==> config.mk <==
export PLATFORM = sky130hd
export DESIGN_NAME = alu_sequencer
export DESIGN_NICKNAME = d
export VERILOG_FILES = /design/src/rtl/alu_sequencer_pkg.sv /design/src/rtl/alu_sequencer.sv
export SDC_FILE = /design/constraint.sdc
export NUM_CORES = 1
export LEC_CHECK = 0
export CAP_MARGIN = 20
export CORE_ASPECT_RATIO = 1.4
export CORE_MARGIN = 8
export CORE_UTILIZATION = 30
export DETAILED_ROUTE_END_ITERATION = 10
export SYNTH_ARGS = -nofsm -noshare
export SYNTH_HDL_FRONTEND = slang
export SYNTH_SLANG_ARGS = --single-unit
==> constraint.sdc <==
create_clock -name clk_i -period 1.9 [get_ports clk_i]
set_input_delay 0.38 -clock clk_i [delete_from_list [all_inputs] [get_ports clk_i]]
set_output_delay 0.38 -clock clk_i [all_outputs]
set_load 0.02 [all_outputs]
==> src/rtl/alu_sequencer_pkg.sv <==
// Shared ALU definitions (widths, function selects, status flags) plus the
// sequencer's state encodings and command-byte field positions.
`ifndef ALU_SEQUENCER_DEFINES
`define ALU_SEQUENCER_DEFINES
`define DATA_WIDTH       8
`define CONTROL_WIDTH    2
`define OUTPUT_A_PLUS_B  2'b00
`define OUTPUT_A_MINUS_B 2'b01
`define DEFAULT_FLAG     2'b00
`define ZERO_FLAG        2'b01
`define OVERFLOW_FLAG    2'b10
`define NEGATIVE_FLAG    2'b11
`define SEQ_ST_CMD       3'd0
`define SEQ_ST_OPA       3'd1
`define SEQ_ST_OPB       3'd2
`define SEQ_ST_EXEC      3'd3
`define SEQ_ST_RESULT    3'd4
`define CMD_F_LSB        0
`define CMD_CIN_BIT      2
`define CMD_CHAIN_BIT    3
`endif

package alu_sequencer_pkg;

  localparam int DATA_W = `DATA_WIDTH;
  localparam int CTRL_W = `CONTROL_WIDTH;

  localparam int CMD_F_LSB     = `CMD_F_LSB;
  localparam int CMD_CIN_BIT   = `CMD_CIN_BIT;
  localparam int CMD_CHAIN_BIT = `CMD_CHAIN_BIT;

  localparam logic [1:0] FN_ADD = `OUTPUT_A_PLUS_B;
  localparam logic [1:0] FN_SUB = `OUTPUT_A_MINUS_B;

  localparam logic [1:0] FLAG_DEFAULT  = `DEFAULT_FLAG;
  localparam logic [1:0] FLAG_ZERO     = `ZERO_FLAG;
  localparam logic [1:0] FLAG_OVERFLOW = `OVERFLOW_FLAG;
  localparam logic [1:0] FLAG_NEGATIVE = `NEGATIVE_FLAG;

  typedef enum logic [2:0] {
    ST_CMD    = `SEQ_ST_CMD,
    ST_OPA    = `SEQ_ST_OPA,
    ST_OPB    = `SEQ_ST_OPB,
    ST_EXEC   = `SEQ_ST_EXEC,
    ST_RESULT = `SEQ_ST_RESULT
  } seq_state_e;

endpackage

==> src/rtl/alu_sequencer.sv <==
// Byte-stream front end for the 8-bit ALU: parses cmd/A/B frames, runs one
// ALU cycle, and returns result, carry and status on a valid/ready port.
//
// state  | meaning
// CMD    | wait for command byte, latch function and carry-in
// OPA    | wait for operand A
// OPB    | wait for operand B
// EXEC   | ALU inputs stable for one cycle, result captured at the edge
// RESULT | result valid, held until the consumer takes it
module alu_sequencer
  import alu_sequencer_pkg::*;
#(
  parameter int DATA_WIDTH    = DATA_W,
  parameter int CONTROL_WIDTH = CTRL_W
) (
  input  logic                     clk_i,
  input  logic                     rst_i,
  input  logic                     clear_i,
  input  logic [DATA_WIDTH-1:0]    in_data_i,
  input  logic                     in_valid_i,
  output logic                     in_ready_o,
  output logic [DATA_WIDTH-1:0]    a8_o,
  output logic [DATA_WIDTH-1:0]    b8_o,
  output logic [CONTROL_WIDTH-1:0] f8_o,
  output logic                     carry_borrow_o,
  input  logic [DATA_WIDTH-1:0]    y8_i,
  input  logic                     carry_borrow_i,
  input  logic [1:0]               status_flag_i,
  output logic [DATA_WIDTH-1:0]    res_data_o,
  output logic                     res_carry_o,
  output logic [1:0]               res_status_o,
  output logic                     res_chain_zero_o,
  output logic                     res_valid_o,
  input  logic                     res_ready_i
);

  seq_state_e r_state;
  seq_state_e w_next_state;

  logic [DATA_WIDTH-1:0]    r_a;
  logic [DATA_WIDTH-1:0]    r_b;
  logic [CONTROL_WIDTH-1:0] r_f;
  logic                     r_cb;
  logic                     r_carry;
  logic                     r_chain;
  logic [DATA_WIDTH-1:0]    r_res_data;
  logic                     r_res_carry;
  logic [1:0]               r_res_status;
  logic                     r_chain_zero;

  logic w_in_fire;
  logic w_res_fire;
  logic w_y_zero;

  always_comb begin
    in_ready_o = 1'b0;
    res_valid_o = 1'b0;
    case (r_state)
      ST_CMD, ST_OPA, ST_OPB: in_ready_o = 1'b1;
      ST_RESULT:              res_valid_o = 1'b1;
      default: ;
    endcase
  end

  assign w_in_fire  = in_valid_i && in_ready_o && !clear_i;
  assign w_res_fire = res_valid_o && res_ready_i && !clear_i;
  assign w_y_zero   = (y8_i == '0);

  always_ff @(posedge clk_i or posedge rst_i) begin
    if (rst_i) r_state <= ST_CMD;
    else       r_state <= w_next_state;
  end

  always_comb begin
    w_next_state = r_state;
    if (clear_i) begin
      w_next_state = ST_CMD;
    end else begin
      case (r_state)
        ST_CMD:    if (w_in_fire) w_next_state = ST_OPA;
        ST_OPA:    if (w_in_fire) w_next_state = ST_OPB;
        ST_OPB:    if (w_in_fire) w_next_state = ST_EXEC;
        ST_EXEC:   w_next_state = ST_RESULT;
        ST_RESULT: if (w_res_fire) w_next_state = ST_CMD;
        default:   w_next_state = ST_CMD;
      endcase
    end
  end

  // Operand and result registers intentionally survive clear_i.
  always_ff @(posedge clk_i or posedge rst_i) begin
    if (rst_i) begin
      r_a          <= '0;
      r_b          <= '0;
      r_f          <= '0;
      r_cb         <= 1'b0;
      r_carry      <= 1'b0;
      r_chain      <= 1'b0;
      r_res_data   <= '0;
      r_res_carry  <= 1'b0;
      r_res_status <= 2'b00;
      r_chain_zero <= 1'b1;
    end else if (clear_i) begin
      r_carry      <= 1'b0;
      r_chain_zero <= 1'b1;
    end else begin
      case (r_state)
        ST_CMD: if (w_in_fire) begin
          r_f     <= in_data_i[CMD_F_LSB +: CONTROL_WIDTH];
          r_cb    <= in_data_i[CMD_CHAIN_BIT] ? r_carry : in_data_i[CMD_CIN_BIT];
          r_chain <= in_data_i[CMD_CHAIN_BIT];
        end
        ST_OPA: if (w_in_fire) r_a <= in_data_i;
        ST_OPB: if (w_in_fire) r_b <= in_data_i;
        ST_EXEC: begin
          r_res_data   <= y8_i;
          r_res_carry  <= carry_borrow_i;
          r_res_status <= status_flag_i;
          r_carry      <= carry_borrow_i;
          r_chain_zero <= r_chain ? (w_y_zero && r_chain_zero) : w_y_zero;
        end
        default: ;
      endcase
    end
  end

  assign a8_o             = r_a;
  assign b8_o             = r_b;
  assign f8_o             = r_f;
  assign carry_borrow_o   = r_cb;
  assign res_data_o       = r_res_data;
  assign res_carry_o      = r_res_carry;
  assign res_status_o     = r_res_status;
  assign res_chain_zero_o = r_chain_zero;

endmodule

==> flow_summary.ini, run 1 <==
[synth]
synth_top_area_share_pct = 58.82
yosys_warnings = 0
synth_area_um2 = 1489
synth-edff-count = 0
synth_commonest_cells = dfrtp_1 (35), mux2_2 (23), mux2_4 (9)
synth-main-ff-cell = dfrtp_1
ys_seq_area_share_pct = 60.59
synthDistinctLibCells = 22
synth_area_leaders = dfrtp_1 (59%), mux2_2 (17%), mux2_4 (9.1%), dfstp_2 (1.8%), a21oi_1 (1.3%)
avgSynthCellArea_um2 = 15.35
ys_ff_latch = 36
yosys.area.top_type = dfrtp_1
syn-num-nets = 121
yosysMostFrequentCell = dfrtp_1
syn_inst = 97
async_reset_ff_share_pct = 100.0

[critical_path]
slowest_stage = clkdlybuf4s50_1
critPathKind = register to output pin
cp.arrival_ns = 1.41
start_kind = register
crit_family = buffers and inverters
path_max_fanout = 2
crit_required_ns = 1.52
cpPeakStageDelay_ns = 0.60
end_kind = output pin
cp_num_buf_inv = 1
worstPathCellList = clkdlybuf4s50_1

[place]
dp.cells = 221
io_buffers = 56
dpl.hpwl_mm = 2.995
gp_congestion = 0.7746

[clock_network]
clk_pin_slew_ns = 0.07
cts-root-buf = clkbuf_8
cts_tree = yes
cts.sinks = 36
cts_setup_buffers = 0
clockBufferDepth = 2
cts_resized = 2
ctsHtreeMaxLevel = 2
numCtsBuffers = 5
cts_hold_buf = 0
clock_latency_ns = 0.28

[floorplan]
start_util_pct = 30.99
coreArea_um2 = 4805
num_rows = 30
die_y_um = 99.36
dieArea_um2 = 7505
die_w_um = 75.54
io_pins = 57

[detailed_routing]
via_count = 1055
wirelength_mm = 3.752
ant_nets = 0
viasPerCell = 4.627
route.detailed.drc = 0
initialDrtViolationCount = 19
wl_per_cell_um = 16.46
dr.pass1.iters = 4

[status]
status = completed

[sta]
setup_tns_ns = 0
slew_headroom_pct = 67.41
rsz0062_at_grt = no
fin_crit_sh_pct = 93.97
max_freq_ghz = 0.5601
holdWs_ns = 0.4312
slew_violations = 0
finalCriticalPeriod_ns = 1.786
skew_ns = 0.002703
setup_violations = 0
finalHoldViolCount = 0
worstMarginPinSlew_ns = 0.4883

[finish]
layout-drive-gt1-share_pct = 31.10
fin_nets = 188
layoutNonFillerInstCount = 228
synthToLayoutAreaGrowth_pct = 52.44
fill_cells = 458
antenna_cells = 0
utilization_pct = 47.24

[flow_run]
cap_violations = 0

[global_routing]
grt_pass1_wl_mm = 6.058
grt_use_total_pct = 10.60
grt-ovfl-total = 0
grt_max_degree = 21
antenna_found_initial = 0
grt_pass1_vias = 1191

[power_and_ir_drop]
power_density_nw_per_um2 = 1120
power.leakage_nw = 0.9934
ir_drop_v = 0.0006186

[hold_path]
hp-class = input pin to async pin
-- metal layers --
metal  GRT usage, %  wire [um]  vias up
li1               -          -      478
met3          6.344        490        4
met4          2.675         30        0
met1          11.69       1467      521
met2          16.68       1765       52
met5              0          0        -
-- where the power goes --
part | total [mW] | internal (mW) | switching, mW
Combinational | 0.920 | 0.513 | 0.407
Clock | 0.569 | 0.323 | 0.247
Sequential | 1.05 | 0.952 | 0.101
Total | 2.54 | 1.79 | 0.755
-- kinds of logic (layout without fill, tap and decap cells) --
| family | after synthesis | count (layout) | synth area share (%) |
|---|---|---|---|
| muxes | 34 | 34 | 27.82 |
| AOI/OAI and AO/OA | 5 | 5 | 1.849 |
| DFF | 36 | 36 | 60.59 |
| buffers and inverters | 4 | 71 | 1.596 |
| and+or+nand+nor | 18 | 18 | 8.151 |
-- worst reg2reg max path, delay by kind of cell, from the launching register on --
family	cells	cell delay (ns)
flip-flops	1	0.39
AND/OR/NAND/NOR	2	0.51
multiplexers	1	0.35
buffers and inverters	1	0.16
-- registers in the layout, indices dropped and copies added (netlist names) --
register          count
a8_o                  8
b8_o                  8
res_data_o            8
r_state               3
f8_o                  2
res_status_o          2
carry_borrow_o        1
r_carry               1
r_chain               1
res_carry_o           1
res_chain_zero_o      1
-- path summary, 6_finish.rpt --
| kind | start | to | slack, ns | depth (start not counted) |
|---|---|---|---|---|
| hold / removal | rst_i | res_status_o[1] | 0.43 | 2 |
| hold reg to reg | r_chain | res_chain_zero_o | 0.51 | 2 |
| setup / recovery | res_chain_zero_o | res_chain_zero_o | 0.11 | 1 |
| setup reg to reg | r_state[1] | a8_o[3] | 0.39 | 4 |
| max in group asynchronous | rst_i | a8_o[1] | 0.98 | 3 |
| min in group clk_i | r_chain | res_chain_zero_o | 0.51 | 2 |
-- placed cells by master (no fill, tap or decap), drive strengths merged, types with 2 or more instances in the layout --
master	n
nor2	4
inv	2
and2b	2
mux2	32
nor3	2
a21oi	4
dlygate4sd2	2
nor4	2
dfrtp	35
clkbuf	7
clkdlybuf4s50	54
buf	6
nand3	3
mux2i	2
-- final cells by class --
cell class / instances / area (um^2) / area share, %
timing repair buffer: 62 / 615.6 / 27.12
tap: 64 / 80.08 / 3.528
sequential: 36 / 902.1 / 39.75
multi-input combinational: 57 / 568.0 / 25.03
inverter: 2 / 7.507 / 0.3308
clock buffer: 7 / 96.34 / 4.245
-- stage by stage --
stage	setup WS (ns)	instance area [um^2]	power [mW]
floorplan	0.4924	1489	1.500
global placement	0.1007	2171	1.978
detailed placement	0.05334	2171	2.000
CTS	0.09258	2265	2.592
global route	0.06458	2270	2.695
finish	0.1145	2270	2.542
(Power assumes the default switching activity.)
==> run 2: changes to the inputs <==
==> constraint.sdc (replaced) <==
create_clock -name clk_i -period 1.9 [get_ports clk_i]
set_input_delay 0.19 -clock clk_i [delete_from_list [all_inputs] [get_ports clk_i]]
set_output_delay 0.19 -clock clk_i [all_outputs]
set_load 0.02 [all_outputs]
==> flow_summary.ini, run 2 (synthesis gave the netlist of run 1 again) <==
[status]
status = completed

[sta]
finalHoldViolCount = 0
rsz0062_at_grt = no
worstMarginPinSlew_ns = 0.4599
slew_violations = 0
fin_crit_sh_pct = 85.00
finalCriticalPeriod_ns = 1.615
skew_ns = 0.007351
slew_headroom_pct = 69.34
max_freq_ghz = 0.6192
setup_tns_ns = 0
setup_violations = 0
layout_setup_ws_ns = 0.2850

[clock_network]
cts_tree = yes
cts_setup_buffers = 0
clock_latency_ns = 0.29
clockBufferDepth = 2
cts_hold_buf = 0
cts-root-buf = clkbuf_8
ctsHtreeMaxLevel = 2
cts.sinks = 36
clk_pin_slew_ns = 0.07
numCtsBuffers = 5

[critical_path]
worstPathCellList = clkdlybuf4s50_1
crit_path_start = res_chain_zero_o
crit_family = buffers and inverters
critPathKind = register to output pin
ff2ff_setup_slack_ns = 0.45
crit_required_ns = 1.71
cp_num_buf_inv = 1
start_kind = register
cpPeakStageDelay_ns = 0.60
ff2ff_path_depth = 3
slowest_stage = clkdlybuf4s50_1
rr_endpoint = res_data_o[5]
cp.depth = 1
end_kind = output pin
path_max_fanout = 2
cp.arrival_ns = 1.43
r2r-start = r_state[2]

[global_routing]
busiest_layer = met2
met2_usage_pct = 15.81
grt_pass1_wl_mm = 5.927
grt-ovfl-total = 0
antenna_found_initial = 0
grt_use_total_pct = 10.54
grt_max_degree = 37
use_met1_pct = 11.89
grt_use_met3_pct = 6.445
grt_pass1_vias = 1161

[power_and_ir_drop]
power.leakage_nw = 0.9678
ir_drop_v = 0.0004746
power_density_nw_per_um2 = 1130

[place]
dpl_worst_slack_ns = 0.2538
gp_congestion = 0.7766
io_buffers = 56
dpl.hpwl_mm = 2.799

[finish]
register_area_um2 = 902.1
multi_input_area_um2 = 563.0
antenna_cells = 0
layout-drive-gt1-share_pct = 29.19
fill_cells = 487
fin_nets = 184
mostFrequentLayoutCells = clkdlybuf4s50_1 (54), dfrtp_1 (35), mux2_2 (23)
synthToLayoutAreaGrowth_pct = 49.24
utilization_pct = 46.25
layout_commonest_cell = clkdlybuf4s50_1

[floorplan]
coreArea_um2 = 4805
die_w_um = 75.54
io_pins = 57
dieArea_um2 = 7505
start_util_pct = 30.99
num_rows = 30
die_y_um = 99.36

[hold_path]
hp-class = input pin to async pin

[detailed_routing]
initialDrtViolationCount = 33
via_count = 1030
wl_per_cell_um = 16.52
ant_nets = 0
viasPerCell = 4.578
route.detailed.drc = 0
dr.pass1.iters = 4
wirelength_mm = 3.716

[flow_run]
cap_violations = 0
==> run 2: cell types whose count changed in the layout (fill, tap and decap cells not counted), sizes merged <==
cell	delta
buf	-4
dlygate4sd2	-1
clkinv	+2
clkbuf	-1
dlymetal6s2s	+1
==> run 2: power breakdown <==
part	leakage [nW]	switching, mW	total [mW]	internal (mW)
Combinational	0.459	0.404	0.910	0.506
Sequential	0.457	0.101	1.05	0.952
Clock	0.0510	0.261	0.550	0.289
==> run 2: layer usage <==
metal | part of all wire (%) | up-vias
met5 | 0 | -
met4 | 1.5 | 0
met3 | 12 | 7
met2 | 45 | 52
met1 | 41 | 501
li1 | - | 470
==> run 2: through the flow <==
stage / std cells / power [mW] / area, um^2 / hold WS (ns)
finish: 225 / 2.512 / 2222 / 0.3169
global route: 225 / 2.653 / 2222 / 0.3882
CTS: 225 / 2.566 / 2220 / 0.3273
detailed placement: 217 / 1.990 / 2128 / 0.4920
global placement: 217 / 1.968 / 2128 / 0.4894
floorplan: 97 / 1.500 / 1489 / 0.2531
==> run 2: worst max-delay path by stage <==
stage                       end  slack (ns)
2_1_floorplan       res_carry_o        0.54
3_3_place_gp      res_data_o[6]        0.29
3_5_place_dp      res_data_o[5]        0.25
4_1_cts              in_ready_o        0.07
5_1_grt             res_valid_o        0.22
6_report       res_chain_zero_o        0.28
==> run 2: final cells by class <==
cell class | instances | share of cell area (%)
Sequential cell | 36 | 40.60
Timing Repair Buffer | 58 | 25.96
Multi-Input combinational cell | 57 | 25.34
Clock buffer | 6 | 3.716
Tap cell | 64 | 3.604
Clock inverter | 2 | 0.4505
Inverter | 2 | 0.3378
==> run 2: repair_timing <==
| item | 4_1_cts | 5_1_grt |
|---|---|---|
| gates resized for setup | 1 | 1 |
| endpoints found under the hold margin | 0 | 0 |
| gates cloned | 0 | 0 |
| endpoints found under the setup margin | 1 | 1 |
==> run 3: changes to the inputs <==
Settings changed: CTS_CLUSTER_SIZE set to 30.
==> results of run 3 <==
The final DEF is identical to that of run 2; final timing and power are the same.
